File: src/rtl/pin_entry_terminal.sv
// PIN entry terminal: collects four BCD digits, submits them to a gate controller
// and tracks its response. Optional inactivity timer is enabled by ENTRY_TIMEOUT_EN.
module pin_entry_terminal #(
  parameter int RESP_WINDOW   = 8,
  parameter int ENTRY_TIMEOUT = 1000
) (
  input  logic        clk,
  input  logic        rst,
  input  logic        key_valid,
  input  logic [3:0]  key_digit,
  input  logic        key_clear,
  input  logic        key_enter,
  input  logic        open_gate,
  input  logic        close_gate,
  input  logic        blocked_gate,
  output logic [15:0] code,
  output logic        code_ack,
  output logic [2:0]  digit_count,
  output logic        status_ok,
  output logic        status_fail,
  output logic        status_locked,
  output logic        entry_timeout
);

  typedef enum logic [2:0] {COLLECT, SEND, WAIT_RESP, ACCEPTED, LOCKED} state_t;

  state_t      state, state_nxt;
  logic [15:0] code_nxt;
  logic [2:0]  count_nxt;
  logic [7:0]  resp_cnt, resp_cnt_nxt;
  logic        fail_nxt;

`ifdef ENTRY_TIMEOUT_EN
  logic [15:0] idle_cnt, idle_cnt_nxt;
  logic        tmo_nxt;
`endif

  always_comb begin
    state_nxt    = state;
    code_nxt     = code;
    count_nxt    = digit_count;
    resp_cnt_nxt = '0;
    fail_nxt     = 1'b0;
`ifdef ENTRY_TIMEOUT_EN
    idle_cnt_nxt = '0;
    tmo_nxt      = 1'b0;
`endif
    case (state)
      COLLECT: begin
        if (key_clear) begin
          code_nxt  = '0;
          count_nxt = '0;
        end else if (key_valid) begin
          if (key_digit <= 4'd9 && digit_count < 3'd4) begin
            code_nxt  = {code[11:0], key_digit};
            count_nxt = digit_count + 3'd1;
          end
        end else if (key_enter) begin
          if (digit_count == 3'd4) state_nxt = SEND;
        end
`ifdef ENTRY_TIMEOUT_EN
        // Only cycles with no key strobe at all advance the idle count.
        else if (digit_count != 3'd0) begin
          if (idle_cnt == 16'(ENTRY_TIMEOUT - 1)) begin
            code_nxt  = '0;
            count_nxt = '0;
            tmo_nxt   = 1'b1;
          end else begin
            idle_cnt_nxt = idle_cnt + 16'd1;
          end
        end
`endif
      end
      SEND: state_nxt = WAIT_RESP;
      WAIT_RESP: begin
        if (blocked_gate) begin
          state_nxt = LOCKED;
        end else if (open_gate) begin
          state_nxt = ACCEPTED;
        end else if (resp_cnt == 8'(RESP_WINDOW - 1)) begin
          state_nxt = COLLECT;
          fail_nxt  = 1'b1;
          code_nxt  = '0;
          count_nxt = '0;
        end else begin
          resp_cnt_nxt = resp_cnt + 8'd1;
        end
      end
      ACCEPTED: begin
        if (blocked_gate) begin
          state_nxt = LOCKED;
        end else if (close_gate) begin
          state_nxt = COLLECT;
          code_nxt  = '0;
          count_nxt = '0;
        end
      end
      LOCKED:  state_nxt = LOCKED;
      default: state_nxt = COLLECT;
    endcase
  end

  // Status flags are registered from the next state so they line up with it.
  always_ff @(posedge clk) begin
    if (rst) begin
      state         <= COLLECT;
      code          <= '0;
      digit_count   <= '0;
      resp_cnt      <= '0;
      code_ack      <= 1'b0;
      status_ok     <= 1'b0;
      status_fail   <= 1'b0;
      status_locked <= 1'b0;
    end else begin
      state         <= state_nxt;
      code          <= code_nxt;
      digit_count   <= count_nxt;
      resp_cnt      <= resp_cnt_nxt;
      code_ack      <= (state_nxt == SEND);
      status_ok     <= (state_nxt == ACCEPTED);
      status_fail   <= fail_nxt;
      status_locked <= (state_nxt == LOCKED);
    end
  end

`ifdef ENTRY_TIMEOUT_EN
  always_ff @(posedge clk) begin
    if (rst) begin
      idle_cnt      <= '0;
      entry_timeout <= 1'b0;
    end else begin
      idle_cnt      <= idle_cnt_nxt;
      entry_timeout <= tmo_nxt;
    end
  end
`else
  assign entry_timeout = 1'b0;
`endif

endmodule

File: config.mk
export PLATFORM = sky130hd
export DESIGN_NAME = pin_entry_terminal
export DESIGN_NICKNAME = d
export VERILOG_FILES = /design/src/rtl/pin_entry_terminal.sv
export SDC_FILE = /design/constraint.sdc
export NUM_CORES = 1
export LEC_CHECK = 0
export ABC_AREA = 1
export BUFFER_PORTS_ARGS = -buffer_cell sky130_fd_sc_hd__buf_2
export CAP_MARGIN = 10
export CORE_UTILIZATION = 57
export DETAILED_ROUTE_END_ITERATION = 16
export PLACE_DENSITY = 0.8
export SETUP_SLACK_MARGIN = 0.5
export SYNTH_ARGS = -nofsm -noshare
export SYNTH_HDL_FRONTEND = slang
export SYNTH_SLANG_ARGS = --single-unit
File: constraint.sdc
create_clock -name clk -period 3.55 [get_ports clk]
set_input_delay 0.1775 -clock clk [delete_from_list [all_inputs] [get_ports clk]]
set_output_delay 0.1775 -clock clk [all_outputs]
set_load 0.05 [all_outputs]
* Yosys cells after proc, flatten, opt, wreduce, memory -nomap -nowiden *
Cells that the tools add are included.

word-level totals
  register bits after elaboration = 34

cells by class
  muxes and demuxes = 29
  add/subtract/negate cells = 2
  reductions and logical operators = 6
  magnitude comparators = 2
  bitwise logic cells = 1
  equal/unequal tests = 16

operators with widths
  operator                                                         count
  16-bit 2-to-1 mux                                                8
  3-bit 2-to-1 mux                                                 17
  16-bit case mux with 3 select lines                              1
  3-bit case mux with 5 select lines                               1
  2-bit inequality test, second input constant                     5
  3-bit by 2-bit == test with 1-bit output, second input constant  3
  3-bit == test, second input constant                             3
  3-bit case mux with 3 select lines                               1
  8-bit by 1-bit adder with 8-bit output, second input constant    1
  8-bit by 3-bit == test with 1-bit output, second input constant  1
  8-bit AND reduction                                              1
  3-bit by 1-bit == test with 1-bit output, second input constant  2
  3-bit inequality test, second input constant                     2
  5-bit OR reduction                                               1
  4-bit <= comparator, second input constant                       1
  4-bit OR reduction                                               1
  3-bit by 1-bit adder with 3-bit output, second input constant    1
  3-bit logical NOT                                                1
  3-bit less-than comparator, second input constant                1
  3-bit nonzero test                                               1
  1-bit logical AND                                                1
  1-bit 2-to-1 mux                                                 1
  1-bit NOT                                                        1

* Logic depth before layout (Yosys ltp) *
Gate-level depths: netlist (run 1).

  depth in word-level cells = 7
  gate-level depth with buffers = 10
  depth with buffers taken out = 10

* Least setup slack after synthesis (run 1) *
OpenSTA, ideal clock, no wires.

  kind = register to register
  start point = register resp_cnt[0]
  end point = register code[9]
  cell stages (with the launch flop) = 10
  required time = 3,421 ps
  setup time = 129 ps
  setup slack = 2,051 ps
  arrival time = 1,370 ps
  cells stage by stage = dfxtp_1 -> ha_1 -> nand3_2 -> o21ai_4 -> nand2_2 -> nor2_4 -> buf_6 -> nand2_1 -> nand2_1 -> nor2_1

between the ends
  longest elaborated chain between the ends = 3

RTL lines
  item                                      line  text
  from (decl)                               30    logic [7:0] resp_cnt, resp_cnt_nxt;
  from (signal assigned)                    118   resp_cnt <= resp_cnt_nxt;
  8-bit by 3-bit == test with 1-bit output  80    end else if (resp_cnt == 8'(RESP_WINDOW - 1)) begin
  2-bit inequality test (no source line)    -
  8-bit AND reduction (no source line)      -
  to (signal assigned)                      116   code <= code_nxt;
  to (decl)                                 16    output logic [15:0] code,

Every way passes these cells.
A chain may end at the register's enable or synchronous reset.

* Worst setup path after layout (run 1) *
  start point = register resp_cnt[0]
  end point = register code[12]

Same word-level chain as after synthesis.

==> results by group, run 1 <==
Synthesis
  – Top cells by area, synth: dfxtp_1, nand2_1, nor2_1
  – Synthesized area per cell: ~6.6 um2
  – Post-synth top area share: 40.7%
  – Mapped Nets: 267
  – Synth unique cells: 29
  – Yosys warns: 0
  – Synthesized area: 1670 um2
  – Gate Count Post-Synth: 252
  – Area leader, netlist: dfxtp_1
  – Flops & latches, synth: 34
  – Post-synthesis sequential area ratio: 40.7%

Pwr
  – Peak supply drop: 0.000343 V
  – Leakage: slightly below 1 nW
  – Power Dens Cells: 396 nW/um2

Timing
  – # setup viols final: 0
  – Min Clock Period, post-route: about 1.7 ns
  – Slew margin rel.: 55.1%
  – Peak Freq: a little over 0.6 GHz
  – Max Slew Vio Count: 0
  – Worst hold slack: 0.112 ns
  – Slew @ Worst Pin: 0.673 ns
  – Final period utilization: between 40% and 50%
  – Sum Neg Setup Slack: 0 ns
  – RSZ-0062 raised after global routing: no
  – Worst Clk Skew: a little over 0.007 ns
  – Hold Violations, Final: 0

Worst hold path
  – Min-delay worst type: in2reg

Placement
  – GP Congestion: between 0.7 and 0.8
  – Port Buffer Count: 34
  – Post-DP HPWL: 2.10 mm

Outcome
  – Status: complete, no violations

Route
  – Via Count: 1481
  – Initial DRC count: 40
  – DR top layer: met4
  – Post-DR vias/cell: 4.67
  – Met1 wire length: 1.49 mm
  – Residual DRC: 0
  – Antenna viol nets, final: 0
  – WL final: 2.98 mm
  – Routed wire per std cell: 9.41 um
  – Metal2 WL: 1.28 mm
  – Routed wl met3: roughly 130 um
  – DR pass1 iterations: 4

Final layout
  – Most common cell after layout, fill and taps aside: nand2_1
  – Area growth syn-to-layout: 12.4%
  – Share of cells above drive strength 1: ~19%
  – N_diodes: 0
  – Finished Core Util: between 60 and 70%
  – Most frequent cells in the layout: nand2_1, nor2_1, inv_1
  – FILL cells: 282
  – Final nets: ~300

Worst setup path
  – Critical path's most frequent cell: nand2_1
  – Worst Path Class, Setup: reg2reg
  – Worst-path cell chain: ha_1 -> nand3_2 -> o21ai_4 -> nand2_2 -> nor2_4 -> nand2_1 -> nand2_1 -> nor2_1
  – Worst EP arrival: about 1.9 ns
  – CP Max Fanout: 19
  – CP max-delay cell: dfxtp_1
  – CP peak stage delay: 0.36 ns
  – CP endpoint kind: flop
  – Crit-path leading delay family: simple AND/OR/NAND/NOR gates
  – Crit path buffers/inverters: 0
  – Critical Path Source Type: flop
  – Crit path required time: 3.77 ns

Floorplan
  – Core area: between 2000 and 3000 um2
  – Starting Density: 60.6%
  – Die area: around 3200 um2
  – Chip width: 56.2 um
  – # rows: 19
  – I/O pin count: 36
  – Die Span Y: ~56 um

Job
  – Max-cap viol count: 0

Clock network
  – CTS Buffer Depth: 2
  – CTS tree: yes
  – Cts repair resizes: 0
  – CTS root buf: clkbuf_4
  – CTS Buf Count: 5
  – Clock Sinks: 34
  – Hold-fix buffers, CTS: 0
  – Worst skew pair latency: between 0.3 and 0.4 ns
  – Worst-path clk slew: 0.09 ns
  – Htree depth: 2
  – Post-CTS setup buffer count: 0

Global routing
  – Largest net degree at the start of global routing: 26
  – GR Util All Layers: between 20% and 30%
  – Initial antenna violation count: 0
  – Vias in the first global route: 1219
  – First-pass GRT wire length: 4.99 mm
  – Gr ovfl total: 0
## cell usage after synthesis, drive strengths merged
master  instances
o21ai           3
clkbuf          3
or2             1
a21oi           3
xnor2           1
nand2          95
nor3b           1
nor2           46
dfxtp          34
conb            1
nand3          10
buf             4
ha              3
nor3            1
xor2            3
a21boi          1
a211oi          2
nand4           2
inv            38
## state kept, by name, summed over array words and instances (netlist names)
name	count
code_ack	1
status_fail	1
status_ok	1
code	16
digit_count	3
status_locked	1
resp_cnt	8
state	3
## area by class of cell
| class | instances | area (um2) | area share [%] |
|---|---|---|---|
| multi-input combinational | 173 | 802 | 42.7 |
| sequential | 34 | 681 | 36.2 |
| timing repair buffer | 34 | 170 | 9.05 |
| inverter | 38 | 143 | 7.59 |
| clock buffer | 7 | 45.0 | 2.40 |
| tap | 31 | 38.8 | 2.06 |
## metal layers
metal	up-vias	GRT usage, %
met5	-	0
met4	0	12.2
met3	8	5.35
met2	29	31.6
met1	632	25.7
li1	812	-
## worst paths after layout
kind	startpoint	end	slack (ns)	depth (start not counted)
max	resp_cnt[0]	code[12]	1.90	8
min	open_gate	status_fail	0.11	4
max reg2reg	resp_cnt[0]	code[12]	1.90	8
min reg2reg	resp_cnt[0]	resp_cnt[0]	0.46	1
## tightest hold or removal path, stage by stage
cell	delay, ns
buf_2	0.09
nor3_1	0.05
nand2_1	0.06
nor2_1	0.04
## logic make-up (layout without fill, tap and decap cells)
logic type               count (synthesis)  after routing  share of synthesized area, %
adder cells (fa/ha/maj)                  3              3                          2.25
AO/OA/AOI/OAI                            9              9                          4.04
other                                    1              1                         0.224
buffers and inverters                   45             79                          11.3
flip-flops                              34             34                          40.7
XOR/XNOR                                 4              4                          2.10
AND/OR/NAND/NOR                        156            156                          39.4
## power by group
part           internal, W  switching, W  total (W)
sequential        0.000396     0.0000106   0.000407
clock            0.0000745      0.000118   0.000192
combinational    0.0000378      0.000108   0.000146
total             0.000509      0.000236   0.000745
## per-stage QoR
step / instance area [um2] / cells / power, W / setup slack, ns
3_5_place_dp: 1830 / 310 / 0.000561 / 1.89
6_report: 1880 / 317 / 0.000745 / 1.90
4_1_cts: 1880 / 317 / 0.000752 / 1.88
5_1_grt: 1880 / 317 / 0.000785 / 1.69
2_1_floorplan: 1670 / 252 / 0.000534 / 2.05
3_3_place_gp: 1830 / 310 / 0.000560 / 1.93
No activity file was read; power rests on OpenSTA's default activity.
==> inputs of run 2 (changes only) <==
--- a/config.mk
+++ b/config.mk
@@ -8,9 +8,9 @@
 export ABC_AREA = 1
 export BUFFER_PORTS_ARGS = -buffer_cell sky130_fd_sc_hd__buf_2
 export CAP_MARGIN = 10
-export CORE_UTILIZATION = 57
+export CORE_UTILIZATION = 53
 export DETAILED_ROUTE_END_ITERATION = 16
-export PLACE_DENSITY = 0.8
+export PLACE_DENSITY = 0.75
 export SETUP_SLACK_MARGIN = 0.5
 export SYNTH_ARGS = -nofsm -noshare
 export SYNTH_HDL_FRONTEND = slang
==> constraint.sdc (replaced) <==
create_clock -name clk -period 1.7 [get_ports clk]
set_input_delay 0.085 -clock clk [delete_from_list [all_inputs] [get_ports clk]]
set_output_delay 0.085 -clock clk [all_outputs]
set_load 0.05 [all_outputs]
==> run 2 against run 1 <==
Global-route usage up 2.9 points. Via count is 17% higher. Non-clock buffer count grew 18. Sequential cell count unchanged. Register-to-register slack worse by 1.7 ns. Sequential power increased by 110%. Final cell count grew 11%. Design area rose by 25%. Critical path type unchanged. Largest cell class unchanged.
==> results by group, run 2 (synthesis results as in run 1) <==
Timing
  – Final period utilization: between 80% and 90%
  – Peak Freq: between 0.6 and 0.7 GHz
  – # setup viols final: 0
  – Max Slew Vio Count: 0
  – Hold Violations, Final: 0
  – Worst Clk Skew: 0.0135 ns
  – RSZ-0062 raised after global routing: yes
  – Sum Neg Setup Slack: 0 ns
  – Min Clock Period, post-route: approximately 1.5 ns

Worst setup path
  – Worst r2r src: resp_cnt[5]
  – Worst-path cell chain: nor2_2 -> nand2_2 -> o21ai_4 -> nand2_2 -> nor2_4 -> buf_6 -> clkbuf_16 -> nand2_1 -> nand2_1 -> nor2_1
  – FF-to-FF setup slack: 0.18 ns
  – Worst EP arrival: 1.76 ns
  – Crit-path leading delay family: simple AND/OR/NAND/NOR gates
  – CP endpoint kind: flop
  – Reg2Reg Depth: 10
  – CP Max Fanout: 5
  – Crit path buffers/inverters: 2
  – Crit path required time: about 1.9 ns
  – CP peak stage delay: ~0.36 ns
  – Critical Path Source Type: flop
  – CP max-delay cell: dfxtp_2
  – R2R Path End: code[2]
  – Worst Path Class, Setup: reg2reg

Floorplan
  – I/O pin count: 36
  – Die Span Y: 58.2 um
  – Chip width: between 50 and 60 um
  – # rows: 20
  – Core area: 3030 um2
  – Starting Density: between 50% and 60%
  – Die area: 3380 um2

Global routing
  – Vias in the first global route: 1379
  – GR Util All Layers: roughly a quarter
  – Largest net degree at the start of global routing: 25
  – Gr ovfl total: 0
  – First-pass GRT wire length: 5.91 mm
  – Initial antenna violation count: 0

Route
  – Antenna viol nets, final: 0
  – WL final: roughly 4.5 mm
  – DR pass1 iterations: 4
  – Post-DR vias/cell: just under 5
  – Initial DRC count: 90
  – Via Count: 1735
  – Routed wire per std cell: 12.8 um
  – Residual DRC: 0

Worst hold path
  – Min-delay worst type: in2reg
  – Worst Hold Depth: 4
  – Hold Path End: state[0]
  – Hold path startpoint: key_valid

Final layout
  – Top reg by flops: code
  – Cell Count, Final, Fillers Out: ~350
  – N_diodes: 0
  – Top Registers: code (16), resp_cnt (8)
  – FILL cells: 202
  – Max FFs per register: 16
  – Cell area after layout: 2350 um2
  – Most frequent cells in the layout: nand2_1, nor2_1, buf_2
  – Share of cells above drive strength 1: 37.7%
  – Most common cell after layout, fill and taps aside: nand2_1
  – Area growth syn-to-layout: 40.6%
  – Final nets: 322

Clock network
  – CTS Buffer Depth: 2
  – Clock Sinks: 34
  – Hold-fix buffers, CTS: 0
  – Worst skew pair latency: 0.35 ns
  – CTS Buf Count: 5
  – CTS tree: yes
  – Htree depth: 2
  – Worst-path clk slew: roughly 0.1 ns
  – CTS root buf: clkbuf_4

Placement
  – Post-DP HPWL: 2.22 mm
  – Port Buffer Count: 34
  – Placed inst area: 1910 um2
  – GP Congestion: 0.805
  – Placed cells: approximately 330

Outcome
  – Status: complete, no violations

Job
  – Max-cap viol count: 0

Pwr
  – Peak supply drop: 0.000590 V
  – Power Dens Cells: 780 nW/um2
  – Leakage: 1.18 nW
  – Total power draw: 0.00183 W
-- run 2: worst max path at each step --
| stage | start | end | cells past startpoint |
|---|---|---|---|
| floorplan | resp_cnt[1] | code[0] | 9 |
| global placement | resp_cnt[0] | code[3] | 9 |
| detailed placement | resp_cnt[5] | code[9] | 9 |
| CTS | resp_cnt[0] | code[3] | 10 |
| global route | resp_cnt[5] | code[11] | 10 |
| finish | resp_cnt[5] | code[2] | 10 |
-- run 2: power by group --
group,internal [W],total [W],switching (W)
sequential,0.000825,0.000849,0.0000238
clock,0.000312,0.000582,0.000270
combinational,0.000134,0.000401,0.000267
-- run 2: final cells by class --
class / count / area [um2] / share of cell area [%]
multi-input combinational: 176 / 975 / 41.5
sequential: 34 / 703 / 29.9
timing repair buffer: 52 / 397 / 16.9
inverter: 38 / 145 / 6.18
tap: 44 / 55.1 / 2.34
clock buffer: 7 / 45.0 / 1.92
clock inverter: 1 / 30.0 / 1.28
-- run 2: per-layer routing --
layer	global-route usage (%)	vias to the layer above	routed length, um
met5	0	-	0
met4	10.5	0	157
met3	7.14	17	332
met2	34.0	80	2090
met1	31.7	771	1940
li1	-	867	-
-- run 2: worst reg2reg max path, stage by stage, from the launching register on --
cell       delay, ns
dfxtp_2         0.36
nor2_2          0.13
nand2_2         0.10
o21ai_4         0.18
nand2_2         0.08
nor2_4          0.12
buf_6           0.13
clkbuf_16       0.14
nand2_1         0.07
nand2_1         0.08
nor2_1          0.04
-- run 2: timing repair --
item	4_1_cts	5_1_grt
resized for setup	12	36
setup buffers	8	5
cloned	3	3
endpoints found under the setup margin	28	29
pin swaps	7	23
-- run 2: metrics by stage --
step / setup slack, ns / util, % / hold slack (ns)
3_3_place_gp: 0.319 / 63.1 / 0.376
5_1_grt: 0.135 / 77.6 / 0.0448
4_1_cts: 0.280 / 70.5 / 0.0313
2_1_floorplan: 0.299 / - / 0.257
3_5_place_dp: 0.271 / 63.1 / 0.377
6_report: 0.181 / 77.6 / 0.0540
